File: src/rtl/pipe_hazard_ctrl.sv
// rtl/pipe_hazard_ctrl.sv - pipeline hazard controller: memory freeze, branch redirect/flush, load-use stall
module pipe_hazard_ctrl #(
    parameter int FLUSH_CYCLES = 1,
    parameter int CNT_W        = 16
) (
    input  logic             clk,
    input  logic             reset,
    input  logic             branch_taken,
    input  logic [31:0]      branch_address,
    input  logic [4:0]       id_rs1,
    input  logic [4:0]       id_rs2,
    input  logic             id_use_rs1,
    input  logic             id_use_rs2,
    input  logic [4:0]       ex_rd,
    input  logic             ex_is_load,
    input  logic             dmem_req,
    input  logic             dmem_ready,
    output logic             pc_we,
    output logic             pc_redirect,
    output logic [31:0]      pc_target,
    output logic             if_id_en,
    output logic             id_ex_en,
    output logic             ex_mem_en,
    output logic             mem_wb_en,
    output logic             if_id_flush,
    output logic             id_ex_flush,
    output logic [1:0]       state,
    output logic [CNT_W-1:0] stall_cnt,
    output logic [CNT_W-1:0] flush_cnt
);

    typedef enum logic [1:0] {
        ST_RUN      = 2'd0,
        ST_MEM_WAIT = 2'd1,
        ST_FLUSH    = 2'd2
    } state_t;

    localparam logic [2:0]       FLUSH_LOAD = 3'(FLUSH_CYCLES - 1);
    localparam logic [CNT_W-1:0] CNT_ONE    = CNT_W'(1);

    state_t     cur_state, nxt_state;
    logic [2:0] fcnt, fcnt_nxt;
    logic       freeze, load_use, stall_inc, flush_inc;

    assign state  = cur_state;
    assign freeze = dmem_req && !dmem_ready;
    assign load_use = ex_is_load && (ex_rd != 5'd0) &&
                      ((id_use_rs1 && (id_rs1 == ex_rd)) ||
                       (id_use_rs2 && (id_rs2 == ex_rd)));

    // Priority chain: freeze, then redirect, then flush tail, then load-use.
    always_comb begin
        pc_we       = 1'b1;
        pc_redirect = 1'b0;
        pc_target   = 32'd0;
        if_id_en    = 1'b1;
        id_ex_en    = 1'b1;
        ex_mem_en   = 1'b1;
        mem_wb_en   = 1'b1;
        if_id_flush = 1'b0;
        id_ex_flush = 1'b0;
        stall_inc   = 1'b0;
        flush_inc   = 1'b0;
        nxt_state   = ST_RUN;
        fcnt_nxt    = fcnt;

        if (freeze) begin
            pc_we     = 1'b0;
            if_id_en  = 1'b0;
            id_ex_en  = 1'b0;
            ex_mem_en = 1'b0;
            mem_wb_en = 1'b0;
            stall_inc = 1'b1;
            // A freeze inside a flush sequence keeps the sequence alive.
            nxt_state = (cur_state == ST_FLUSH) ? ST_FLUSH : ST_MEM_WAIT;
        end else if (branch_taken) begin
            pc_redirect = 1'b1;
            pc_target   = branch_address;
            if_id_flush = 1'b1;
            id_ex_flush = 1'b1;
            flush_inc   = 1'b1;
            fcnt_nxt    = FLUSH_LOAD;
            nxt_state   = (FLUSH_CYCLES > 1) ? ST_FLUSH : ST_RUN;
        end else if (cur_state == ST_FLUSH) begin
            if_id_flush = 1'b1;
            fcnt_nxt    = fcnt - 3'd1;
            nxt_state   = (fcnt <= 3'd1) ? ST_RUN : ST_FLUSH;
        end else if (load_use) begin
            pc_we       = 1'b0;
            if_id_en    = 1'b0;
            id_ex_flush = 1'b1;
            stall_inc   = 1'b1;
        end
    end

    always_ff @(posedge clk or negedge reset) begin
        if (!reset) begin
            cur_state <= ST_RUN;
            fcnt      <= 3'd0;
            stall_cnt <= '0;
            flush_cnt <= '0;
        end else begin
            cur_state <= nxt_state;
            fcnt      <= fcnt_nxt;
            if (stall_inc && (stall_cnt != '1))
                stall_cnt <= stall_cnt + CNT_ONE;
            if (flush_inc && (flush_cnt != '1))
                flush_cnt <= flush_cnt + CNT_ONE;
        end
    end

endmodule

File: config.mk
export PLATFORM = sky130hd
export DESIGN_NAME = pipe_hazard_ctrl
export DESIGN_NICKNAME = d
export VERILOG_FILES = /design/src/rtl/pipe_hazard_ctrl.sv
export SDC_FILE = /design/constraint.sdc
export NUM_CORES = 1
export LEC_CHECK = 0
export CORE_AREA = 4 4 85 87
export DETAILED_ROUTE_END_ITERATION = 6
export DIE_AREA = 0 0 89 91
export PLACE_DENSITY_LB_ADDON = 0.25
export SYNTH_ARGS = -nofsm -noshare
export SYNTH_HDL_FRONTEND = slang
export SYNTH_SLANG_ARGS = --single-unit
File: constraint.sdc
create_clock -name clk -period 1.85 [get_ports clk]
set_input_delay 0.37 -clock clk [delete_from_list [all_inputs] [get_ports clk]]
set_output_delay 0.37 -clock clk [all_outputs]
set_load 0.03 [all_outputs]
==> results.json <==
{
  "outcome": "finished with violations",
  "violations": "negative setup slack",
  "place.gp.congestion": 0.7807,
  "vias": 2307,
  "clk_pin_slew_ps": 70,
  "die-area_um2": 8099,
  "antenna_cells": 0,
  "finalSetupViolCount": 17,
  "p_leak_uw": 0.002221,
  "routed_wl_mm": 7.341,
  "crit_top_cell": "buf_4",
  "coreArea_um2": 6350,
  "synth.distinct_cells": 40,
  "cts_max_path_buffers": 2,
  "synth_nets": 286,
  "start_util_pct": 35.23,
  "yosysTopAreaCellShare_pct": 41.39,
  "ys_top_cells_by_count": "dfrtp_1, and3_1, xor2_1, nor2_1, nand2_1",
  "dr.first_iter.drc_count": 90,
  "grt_pass1_wl_mm": 11.22,
  "finalCriticalPeriod_ps": 2039,
  "crit_chain": "buf_8, or4_4, o211ai_1, buf_4, o31a_4, buf_4",
  "fill_cells": 523,
  "yosys-top-cells-area": "dfrtp_1, xor2_1, and3_1",
  "ir_drop_v": 0.0007617,
  "cpMaxStageDelayCell": "or4_4",
  "critPathRequiredTime_ps": 1480,
  "die_w_um": 89,
  "arrival_ps": 1670,
  "period_share_pct": 110.2,
  "fmax_ghz": 0.4904,
  "final_nets": 458,
  "syn_area_per_cell_um2": 9.855,
  "setup-tns-final_ps": -1660,
  "skew_ps": 8.783,
  "vias_per_cell": 4.836,
  "grt_usage_pct": 17.20,
  "hpwl_mm": 5.483,
  "drc_errors": 0,
  "async_flop_share_pct": 100.0,
  "grt_max_degree": 38,
  "netlist_instances": 227,
  "dp_worst_setup_slack_ps": -792.3,
  "dr.pass1.iters": 4,
  "synth_ff_type": "dfrtp_1",
  "fin_area_um2": 4262,
  "synth_most_common_cell": "dfrtp_1",
  "die_height_um": 91,
  "finalMaxSlewViolations": 0,
  "register_area_um2": 932.1,
  "synth_warnings": 0,
  "clock_sinks": 37,
  "drive_gt1_share_pct": 37.75,
  "port-buffer-count": 128,
  "root_buffer": "clkbuf_8",
  "crit_path_start_kind": "input pin",
  "syn_area_um2": 2237,
  "p_per_area_nw_per_um2": 797.0,
  "path_class": "input pin to output pin",
  "io_pins": 129,
  "antenna_found_initial": 0,
  "synth-seq-cells": 37,
  "place_area_um2": 3779,
  "multi_input_area_um2": 1416,
  "finalHoldViolations": 0,
  "drt.antenna.violating_nets": 0,
  "clkLatencyLatePin_ps": 290,
  "htreeDepth": 2,
  "setup_ws_ps": -189.2,
  "crit_fanout": 4,
  "grt_setup_unrepaired": "true",
  "slowest_delay_ps": 520,
  "synth_edf_count": 0,
  "hold_class": "input pin to asynchronous set/reset pin",
  "syn2layout_area_growth_pct": 90.49,
  "cts_buffers": 5,
  "grt_pass1_vias": 2327,
  "tightest_slew_ps": 332.1,
  "rows": 29,
  "ys_seq_area_share_pct": 41.39,
  "gr-total-overflow": 0,
  "slew_headroom_pct": 77.83,
  "wl_per_cell_um": 15.39,
  "cap_viol_max_count": 0,
  "cp-end-kind": "output pin",
  "cts_tree": "yes",
  "synth_area_leader_cell": "dfrtp_1"
}
-- stage by stage --
stage | util (%) | total power (uW) | hold slack [ps] | cells
final | 67.11 | 3396 | 29.77 | 477
after global routing | 67.11 | 3589 | 38.08 | 477
after CTS | 64.39 | 3401 | 27.19 | 472
after detailed placement | 59.51 | 2619 | 350.5 | 459
after global placement | 59.51 | 2610 | 348.8 | 459
after floorplan | - | 1865 | 74.41 | 227
-- cells in the final DEF, fill, tap and decap left out, types with 3 or more instances in the layout --
master and n:
and3_1 32, buf_12 4, buf_2 7, buf_4 70, buf_6 15, buf_8 4, clkbuf_8 5, clkdlybuf4s50_1 57
dfrtp_1 32, dfrtp_2 5, dlygate4sd2_1 5, dlymetal6s2s_1 12, ha_1 4, inv_1 7, nand2_1 14, nand3_1 10
nand4_1 9, nor2_1 13, nor2_4 4, nor3_4 8, nor4_2 3, xnor2_1 8, xor2_1 30
-- logic make-up after synthesis --
family	synth area share, %
AOI/OAI and AO/OA	3.915
adders and majority gates	2.237
and+or+nand+nor	31.21
buffers and inverters	4.083
muxes	1.510
xor gates and xnor gates	15.66
DFF	41.39
-- metal layers --
metal  track usage (%)  wire length, um  part of all wire [%]
met1             20.51             2779                    38
met2             30.69             3763                    51
met3             3.982              701                   9.5
met4             4.342               96                   1.3
met5                 0                0                     0
-- state kept, by name, summed over array words and instances (netlist names) --
name,count
state,2
flush_cnt,16
stall_cnt,16
fcnt,3
-- worst paths after layout --
kind / depth (start not counted) / end / slack, ps / start
worst max-delay path: 6 / pc_we / -190 / ex_rd[4]
min in group clk: 1 / stall_cnt[10] / 490 / stall_cnt[10]
max in group asynchronous: 2 / flush_cnt[1] / 1620 / reset
worst max register to register: 9 / stall_cnt[7] / -40 / state[0]
worst min-delay path: 2 / flush_cnt[7] / 30 / reset
worst min register to register: 1 / stall_cnt[10] / 490 / stall_cnt[10]
-- layout make-up --
type | count | area share, %
multi-input combinational | 171 | 33.24
timing repair buffer | 177 | 39.40
inverter | 7 | 0.6166
clock buffer | 6 | 1.703
tap | 77 | 2.261
sequential | 37 | 21.87
clock inverter | 2 | 0.9102
-- where the power goes --
part	total (uW)	switching (uW)	internal, uW
sequential	1110	150	962
clock	698	294	405
combinational	1590	825	760
total	3400	1270	2130
-- critical path: cells and delay by family --
kind            cells  cell delay (ps)
compound gates      2              360
buf+inv             3              420
simple gates        1              520
-- what timing repair did --
action | CTS | global route
endpoints found under the setup margin | 53 | 33
pin swaps | 19 | 29
hold buffers | 0 | 0
setup buffers | 5 | 5
gates resized for setup | 91 | 41
hold endpoints to repair | 0 | 0
gates cloned | 0 | 1
(Power assumes the default switching activity.)
